## config.mk

```make
export PLATFORM = sky130hd
export DESIGN_NAME = apb_master
export DESIGN_NICKNAME = d
export VERILOG_FILES = /design/src/rtl/apb_pkg.sv /design/src/rtl/apb_master.sv
export SDC_FILE = /design/constraint.sdc
export NUM_CORES = 1
export LEC_CHECK = 0
export ABC_AREA = 1
export BUFFER_PORTS_ARGS = -buffer_cell sky130_fd_sc_hd__buf_4
export CORE_MARGIN = 8
export CORE_UTILIZATION = 50
export DETAILED_ROUTE_END_ITERATION = 10
export GPL_TIMING_DRIVEN = 0
export PLACE_DENSITY = 0.89
export SETUP_SLACK_MARGIN = 0.2
export SYNTH_ARGS = -nofsm -noshare
export SYNTH_HDL_FRONTEND = slang
export SYNTH_SLANG_ARGS = --single-unit
export TNS_END_PERCENT = 5
```

## constraint.sdc

```tcl
create_clock -name iPCLK -period 4 [get_ports iPCLK]
set_clock_uncertainty 0.05 [all_clocks]
set_input_delay 0.8 -clock iPCLK [delete_from_list [all_inputs] [get_ports iPCLK]]
set_output_delay 0.8 -clock iPCLK [all_outputs]
set_load 0.01 [all_outputs]
```

## src/rtl/apb_pkg.sv

```systemverilog
// Shared APB definitions: FSM state encoding, default bus widths and response codes.
package apb_pkg;

  localparam int unsigned APB_ADDR_W = 16;
  localparam int unsigned APB_DATA_W = 32;

  typedef enum logic [1:0] {
    IDLE   = 2'd0,
    SETUP  = 2'd1,
    ACCESS = 2'd2,
    RESP   = 2'd3
  } apb_state_e;

  typedef enum logic [1:0] {
    RSP_OKAY    = 2'b00,
    RSP_SLVERR  = 2'b01,
    RSP_TIMEOUT = 2'b11
  } apb_rsp_e;

  function automatic apb_rsp_e apb_rsp_code(input logic err, input logic timeout);
    if (timeout)  return RSP_TIMEOUT;
    else if (err) return RSP_SLVERR;
    else          return RSP_OKAY;
  endfunction

endpackage

```

## src/rtl/apb_master.sv

```systemverilog
// Single-outstanding APB4 requester: command/response handshake in, SETUP/ACCESS out,
// with a PREADY timeout so a hung slave cannot stall the command source.
module apb_master
  import apb_pkg::*;
#(
  parameter int unsigned ADDR_W      = APB_ADDR_W,
  parameter int unsigned DATA_W      = APB_DATA_W,
  parameter int unsigned TIMEOUT_CYC = 255
) (
  input  logic                  iPCLK,
  input  logic                  iPRESETn,
  input  logic                  iCMD_VALID,
  output logic                  oCMD_READY,
  input  logic                  iCMD_WRITE,
  input  logic [ADDR_W-1:0]     iCMD_ADDR,
  input  logic [DATA_W-1:0]     iCMD_WDATA,
  input  logic [DATA_W/8-1:0]   iCMD_STRB,
  output logic                  oRSP_VALID,
  input  logic                  iRSP_READY,
  output logic [DATA_W-1:0]     oRSP_RDATA,
  output logic                  oRSP_ERR,
  output logic                  oRSP_TIMEOUT,
  output logic                  oPSEL,
  output logic                  oPENABLE,
  output logic                  oPWRITE,
  output logic [DATA_W/8-1:0]   oPSTRB,
  output logic [ADDR_W-1:0]     oPADDR,
  output logic [DATA_W-1:0]     oPWDATA,
  input  logic [DATA_W-1:0]     iPRDATA,
  input  logic                  iPREADY,
  input  logic                  iPSLVERR
);

  localparam int unsigned CNT_W = (TIMEOUT_CYC == 0) ? 1 : $clog2(TIMEOUT_CYC + 1);
  localparam logic [CNT_W-1:0] CNT_LAST = (TIMEOUT_CYC == 0) ? '0 : CNT_W'(TIMEOUT_CYC - 1);

  apb_state_e            state_q;
  logic [CNT_W-1:0]      cnt_q, cnt_d;
  logic                  timeout_hit;

  logic                  cmd_ready_q;
  logic                  rsp_valid_q;
  logic [DATA_W-1:0]     rsp_rdata_q;
  logic                  rsp_err_q;
  logic                  rsp_timeout_q;
  logic                  psel_q;
  logic                  penable_q;
  logic                  pwrite_q;
  logic [DATA_W/8-1:0]   pstrb_q;
  logic [ADDR_W-1:0]     paddr_q;
  logic [DATA_W-1:0]     pwdata_q;

  // The counter freezes on the terminating ACCESS cycle, so it never wraps.
  always_comb begin
    timeout_hit = (TIMEOUT_CYC != 0) && (cnt_q == CNT_LAST);
    cnt_d       = cnt_q;
    if (state_q == ACCESS && !iPREADY && !timeout_hit && TIMEOUT_CYC != 0) begin
      cnt_d = cnt_q + 1'b1;
    end else if (state_q == RESP && iRSP_READY) begin
      cnt_d = '0;
    end
  end

  always_ff @(posedge iPCLK or negedge iPRESETn) begin
    if (!iPRESETn) begin
      state_q       <= IDLE;
      cnt_q         <= '0;
      cmd_ready_q   <= 1'b0;
      rsp_valid_q   <= 1'b0;
      rsp_rdata_q   <= '0;
      rsp_err_q     <= 1'b0;
      rsp_timeout_q <= 1'b0;
      psel_q        <= 1'b0;
      penable_q     <= 1'b0;
      pwrite_q      <= 1'b0;
      pstrb_q       <= '0;
      paddr_q       <= '0;
      pwdata_q      <= '0;
    end else begin
      cnt_q <= cnt_d;
      case (state_q)
        IDLE: begin
          if (iCMD_VALID && cmd_ready_q) begin
            cmd_ready_q <= 1'b0;
            psel_q      <= 1'b1;
            pwrite_q    <= iCMD_WRITE;
            paddr_q     <= iCMD_ADDR;
            pwdata_q    <= iCMD_WRITE ? iCMD_WDATA : '0;
            pstrb_q     <= iCMD_WRITE ? iCMD_STRB : '0;
            state_q     <= SETUP;
          end else begin
            cmd_ready_q <= 1'b1;
          end
        end
        SETUP: begin
          penable_q <= 1'b1;
          state_q   <= ACCESS;
        end
        ACCESS: begin
          if (iPREADY || timeout_hit) begin
            rsp_valid_q   <= 1'b1;
            rsp_rdata_q   <= (iPREADY && !pwrite_q) ? iPRDATA : '0;
            rsp_err_q     <= iPREADY ? iPSLVERR : 1'b1;
            rsp_timeout_q <= !iPREADY;
            psel_q        <= 1'b0;
            penable_q     <= 1'b0;
            pwrite_q      <= 1'b0;
            pstrb_q       <= '0;
            paddr_q       <= '0;
            pwdata_q      <= '0;
            state_q       <= RESP;
          end
        end
        RESP: begin
          if (iRSP_READY) begin
            rsp_valid_q   <= 1'b0;
            rsp_rdata_q   <= '0;
            rsp_err_q     <= 1'b0;
            rsp_timeout_q <= 1'b0;
            cmd_ready_q   <= 1'b1;
            state_q       <= IDLE;
          end
        end
        default: state_q <= IDLE;
      endcase
    end
  end

  assign oCMD_READY   = cmd_ready_q;
  assign oRSP_VALID   = rsp_valid_q;
  assign oRSP_RDATA   = rsp_rdata_q;
  assign oRSP_ERR     = rsp_err_q;
  assign oRSP_TIMEOUT = rsp_timeout_q;
  assign oPSEL        = psel_q;
  assign oPENABLE     = penable_q;
  assign oPWRITE      = pwrite_q;
  assign oPSTRB       = pstrb_q;
  assign oPADDR       = paddr_q;
  assign oPWDATA      = pwdata_q;

endmodule

```

# == Word level (Yosys, flattened, before mapping) ==
# Index checks and enable logic that the tools add are counted.
# word_totals
input_bits,91
register_bits,101
output_inout_bits,91
word_cells,79
# op_classes
n_eq_ne,7
addsub,1
n_mux,38
n_reduce_logical,20
# op_table
operator,count
two-way mux 32 bit,6
case mux 32 bit (2 select lines),2
two-way mux 16 bit,2
case mux 16 bit (2 select lines),1
two-way mux 8 bit,2
case mux 1 bit (2 select lines),7
two-way mux 4 bit,3
two-way mux 1 bit,10
nonzero test 2 bit,5
AND reduction 3 bit,3
adder 8 x 1 -> 8 bit (second input constant),1
== test 8 bit (second input constant),1
case mux 2 bit (4 select lines),1
case mux 4 bit (2 select lines),1
two-way mux 2 bit,3
logical AND 1 bit,5
== test 2 bit (second input constant),2
inequality test 2 bit (second input constant),2
AND reduction 2 bit,2
logical NOT 1 bit,3
== test 2 x 1 -> 1 bit (second input constant),1
logical NOT 2 bit,1
inequality test 2 x 1 -> 1 bit (second input constant),1
logical OR 1 bit,1

# == Logic depth before layout (Yosys ltp) ==
# logic_depth
word_depth,5
mapped_depth,10

# == Worst setup path before layout ==
# Ideal clock, no wire load.
# synth_timing
path_kind,input to register
from,input port iCMD_WRITE
to,register pwdata_q[10] (netlist: oPWDATA[10])
stages,4
setup_time_ns,0.074
path_slack_ns,2.272
t_arrival_ns,1.604
path_buffers,2
path_cell_list,clkbuf_1 -> clkbuf_1 -> nand3_1 -> o21ai_2
# synth_via
elab_chain_cells,3
# synth_rtl
item,line_no,rtl
"start, declared",apb_master.sv:14,"input logic iCMD_WRITE,"
two-way mux 32 bit,apb_master.sv:88,pwdata_q <= iCMD_WRITE ? iCMD_WDATA : '0;
two-way mux 32 bit,apb_master.sv:83,if (iCMD_VALID && cmd_ready_q) begin
case mux 32 bit (2 select lines),apb_master.sv:81,case (state_q)
"end signal, assigned",apb_master.sv:88,
"end, declared",apb_master.sv:51,logic [DATA_W-1:0] pwdata_q;
# No other way between the ends. The select of a mux whose other input is x is not followed.
# A chain may end at the register's enable or synchronous reset.

# == Worst setup path in the final report ==
# layout_timing
from,register state_q[0]
to,register paddr_q[12] (netlist: oPADDR[12])
# layout_via
elab_chain_cells,3
# layout_rtl
item,line_no,rtl
"start, declared",apb_master.sv:37,apb_state_e state_q;
"start signal, assigned",apb_master.sv:66,state_q <= IDLE;
"start signal, assigned",apb_master.sv:90,state_q <= SETUP;
"start signal, assigned",apb_master.sv:97,state_q <= ACCESS;
== test 2 bit / logical NOT 2 bit (equally long branches),apb_master.sv:81,
inequality test 2 x 1 -> 1 bit (no source line) (tied with other cells),--,
AND reduction 3 bit (no source line),--,
"end signal, assigned",apb_master.sv:87,paddr_q <= iCMD_ADDR;
"end, declared",apb_master.sv:50,logic [ADDR_W-1:0] paddr_q;
# Several ways; a longest one is shown, not always the timed one.

==> flow_summary.rst <==
.. list-table::
   :header-rows: 1

   * - Metric
     - Value
   * - Portion of netlist area occupied by mux cells
     - 0%
   * - Worst-Skew Late Latency
     - 0.36 ns
   * - Final worst path period share
     - between 40% and 50%
   * - Area fraction of the dominant cell type after synthesis
     - about 54%
   * - Area after DPL
     - between 6000 and 7000 um^2
   * - Number of nets produced by synthesis
     - a little under 600
   * - R2r worst-path depth
     - 8
   * - Final setup violation count
     - 0
   * - Peak fanout along the critical path
     - 10
   * - Worst min-delay path endpoint
     - oPADDR[8]
   * - Status
     - finished, final reports clean
   * - H-Tree Depth
     - 3
   * - Gate count of the mapped netlist
     - 486
   * - Maximum number of pins on one net before global-route repair
     - between 100 and 150
   * - Type of the tightest min-delay check
     - reg2reg
   * - Start point of the worst min-delay path
     - oPADDR[8]
   * - Tmin final
     - roughly 1.9 ns
   * - Synth unique cells
     - 25
   * - Die footprint
     - 12700 um^2
   * - Worst setup SP type
     - flip-flop
   * - Register bit total from synthesis
     - approximately 100
   * - Count of final max-slew check failures
     - 0
   * - # nets final
     - 774
   * - Sink Count
     - between 100 and 150
   * - Worst setup margin
     - just over 2 ns
   * - Iteration-0 DRC Markers
     - around 320
   * - Max-cap violations
     - 0
   * - Worst-path clk slew
     - 0.10 ns
   * - Cells on Worst Hold Path
     - 2
   * - Final Hold Vio Count
     - 0
   * - Total negative setup slack
     - 0 ns
   * - Number of fillers in the final layout
     - 698
   * - Setup Crit Path Kind
     - reg2reg
   * - Required time at the endpoint of the critical path
     - between 4 and 5 ns
   * - Synthesized area divided by synthesized cell count
     - about 9.6 um^2
   * - Least-Margin Pin Slew
     - approximately 0.93 ns
   * - Fraction of the yosys area taken by sequential cells
     - 54.1%
   * - Post-synthesis compound-gate area fraction
     - 14.4%
   * - Reg2reg setup slack
     - 2.05 ns
   * - Slew margin rel.
     - 38.2%
   * - Dominant combinational cell family by area after synthesis
     - simple AND/OR/NAND/NOR gates
   * - Antenna violations before repair
     - 0
   * - Kind of end point of the critical path
     - flip-flop
   * - Dominant cells by area after synthesis
     - sky130_fd_sc_hd__dfrtp_1 54%, sky130_fd_sc_hd__nand2_1 12%, sky130_fd_sc_hd__o21ai_2 12%
   * - Grt total ovfl
     - 0
   * - Post-route cell area
     - ~6400 um^2
   * - Global-route wire length before repair
     - about 21000 um
   * - Layout cell share with drive strength beyond 1
     - a little over two fifths
   * - N_diodes
     - 0
   * - Die W
     - ~110 um
   * - Worst flop-to-flop path endpoint
     - oPADDR[12]
   * - Input/output buffers
     - 180
   * - Count of hold buffers inserted by post-cts repair
     - 0
   * - Beginning of the worst register-to-register path
     - state_q[0]
   * - Placed wire-length estimate
     - slightly below 10000 um
   * - RSZ-0062 raised after global routing
     - no
   * - GRT Total Usage
     - a little over 20%
   * - Core box area
     - between 9000 and 10000 um^2
   * - # IOs
     - between 150 and 200
   * - Arrival time at the worst endpoint
     - about 2.2 ns
   * - Pwr per Cell Area
     - roughly 860 nW/um^2
   * - Cell Count Post-Placement
     - around 800
   * - Mean number of vias per cell
     - between 5 and 6
   * - Maximum clock frequency
     - 0.514 GHz
   * - Simple-gate share of the synthesized area
     - between 20% and 30%
   * - Gpl congestion
     - ~0.83
   * - XOR/XNOR Fraction of Synth Area
     - 0.375%
   * - Worst setup slack after placement
     - around 1.9 ns
   * - Pleak
     - 3.26 nW
   * - Starting density of the core
     - about half
   * - Post-synthesis share of cell area spent on full adders, half adders and majority gates
     - roughly 1.6%
   * - First-pass iteration count of the detailed router
     - 5
   * - Number of routed nets with antenna violations
     - 0
   * - Die extent in y
     - about 110 um
   * - Summed instance area of the synthesized netlist
     - approximately 4700 um^2
   * - Resized cells post-CTS
     - 0
   * - Aggregate routed wire length
     - about 13000 um
   * - Number of global-route vias before repair
     - around 4300
   * - TritonCTS clock tree
     - yes
   * - Post-layout instance count excluding filler cells
     - between 700 and 800
   * - Maximum number of buffers from clock root to sink
     - 2
   * - Number of clock buffers inserted by TritonCTS
     - 9
   * - Overall via count from detail_route
     - ~4200
   * - Post-detailed-route DRC marker count
     - 0
   * - Cell type contributing the most total cell area after synthesis
     - sky130_fd_sc_hd__dfrtp_1
   * - Synth warnings
     - 0
   * - P&R area growth vs syn
     - 36.8%
   * - CTS Root Cell
     - sky130_fd_sc_hd__clkbuf_8
   * - Site row count
     - 35
   * - Largest voltage drop on the vdd net
     - between 0.5 and 0.6 mV
   * - Routed length per placed instance
     - approximately 16 um
   * - Number of setup buffers added after CTS
     - 0
-- state kept, by name, summed over array words and instances, names as in the netlist --
name / count
oPWDATA: 32
cnt_q: 8
oRSP_VALID: 1
oPENABLE: 1
oPWRITE: 1
oRSP_RDATA: 32
oRSP_ERR: 1
oCMD_READY: 1
state_q: 2
oPSTRB: 4
oRSP_TIMEOUT: 1
oPADDR: 16
oPSEL: 1
-- cells in the final DEF, fill, tap and decap left out, types with 2 or more instances in the layout --
cell type / netlist / final
sky130_fd_sc_hd__buf_4: 1 / 180
sky130_fd_sc_hd__nand2_1: 150 / 150
sky130_fd_sc_hd__dfrtp_1: 101 / 101
sky130_fd_sc_hd__nand3_1: 81 / 81
sky130_fd_sc_hd__o21ai_2: 64 / 64
sky130_fd_sc_hd__buf_6: 16 / 17
sky130_fd_sc_hd__clkbuf_1: 14 / 15
sky130_fd_sc_hd__inv_1: 12 / 12
sky130_fd_sc_hd__clkbuf_8: 0 / 10
sky130_fd_sc_hd__o21ai_0: 9 / 9
sky130_fd_sc_hd__o21ai_1: 8 / 8
sky130_fd_sc_hd__ha_1: 6 / 6
sky130_fd_sc_hd__nor2_1: 5 / 5
sky130_fd_sc_hd__nand4_1: 3 / 3
sky130_fd_sc_hd__nand2_2: 2 / 2
sky130_fd_sc_hd__nand2_4: 2 / 2
sky130_fd_sc_hd__xor2_1: 2 / 2
sky130_fd_sc_hd__or2_2: 2 / 2
sky130_fd_sc_hd__bufinv_16: 0 / 2
sky130_fd_sc_hd__clkinvlp_4: 0 / 2
-- cells in the mapped netlist, drive strengths merged --
| library cell | count |
|---|---|
| o21bai | 1 |
| o211ai | 1 |
| ha | 6 |
| nand2 | 155 |
| o21a | 1 |
| buf | 18 |
| inv | 13 |
| clkbuf | 14 |
| dfrtp | 101 |
| nor2 | 6 |
| nand3 | 81 |
| xor2 | 2 |
| nand4 | 3 |
| or2 | 2 |
| o21ai | 81 |
| a21oi | 1 |
-- power by group --
part / leakage [nW] / internal, W / total [W] / switching, W
clock network: 0.106 / 0.000371 / 0.000725 / 0.000354
registers: 1.34 / 0.00151 / 0.00181 / 0.000305
logic: 1.81 / 0.00131 / 0.00294 / 0.00163
total: 3.26 / 0.00319 / 0.00547 / 0.00229
-- critical path: stages (launching register included) --
cell                       delay [ns]
sky130_fd_sc_hd__dfrtp_1         0.40
sky130_fd_sc_hd__inv_1           0.09
sky130_fd_sc_hd__ha_1            0.24
sky130_fd_sc_hd__inv_1           0.15
sky130_fd_sc_hd__nand4_1         0.17
sky130_fd_sc_hd__inv_1           0.21
sky130_fd_sc_hd__clkbuf_1        0.37
sky130_fd_sc_hd__nand2_1         0.12
sky130_fd_sc_hd__nand2_1         0.09
-- cell families (layout without fill, tap and decap cells) --
family,count (synthesis),after routing
compound gates,85,85
fa+ha+maj,6,6
buf+inv,45,241
simple gates,247,247
xor+xnor,2,2
flops,101,101
-- how the worst max path moves through the flow --
stage                          start        endpoint  slack (ns)  cells past startpoint
after floorplan           iCMD_WRITE     oPWDATA[10]        2.27                      4
after global placement       iPREADY  oRSP_RDATA[12]        1.90                      6
after detailed placement     iPREADY  oRSP_RDATA[12]        1.86                      6
after CTS                 state_q[0]      oPADDR[12]        2.04                      8
after global routing      state_q[0]       oPADDR[9]        1.84                      8
final                     state_q[0]      oPADDR[12]        2.05                      8
-- final cells by class --
class                   count  area [um^2]  share of cell area [%]
repair buffers            180         1360                    21.2
clock inverters             5         83.8                    1.31
inverters                  13         48.8                   0.764
multi-input cells         340         1850                    29.0
flip-flops and latches    101         2530                    39.5
clock buffers              11          141                    2.21
plain buffers              32          245                    3.84
well taps                 111          139                    2.17
-- metal layers --
layer | vias up | wire length [um] | GRT usage, % | share of wire (%)
li1 | 1983 | - | - | -
met1 | 2018 | 5150 | 23.8 | 40
met2 | 178 | 6240 | 33.1 | 49
met4 | 0 | 214 | 8.09 | 1.7
met5 | - | 0 | 0 | 0
met3 | 15 | 1240 | 7.30 | 9.6
-- through the flow --
stage / util (%) / total power (W) / hold WS [ns]
6_report: 69.8 / 0.00547 / 0.437
5_1_grt: 69.8 / 0.00586 / 0.459
4_1_cts: 69.8 / 0.00553 / 0.438
3_5_place_dp: 67.3 / 0.00480 / 0.415
3_3_place_gp: 67.3 / 0.00470 / 0.408
2_1_floorplan: - / 0.00356 / 0.420
No activity file was read; power rests on OpenSTA's default activity.
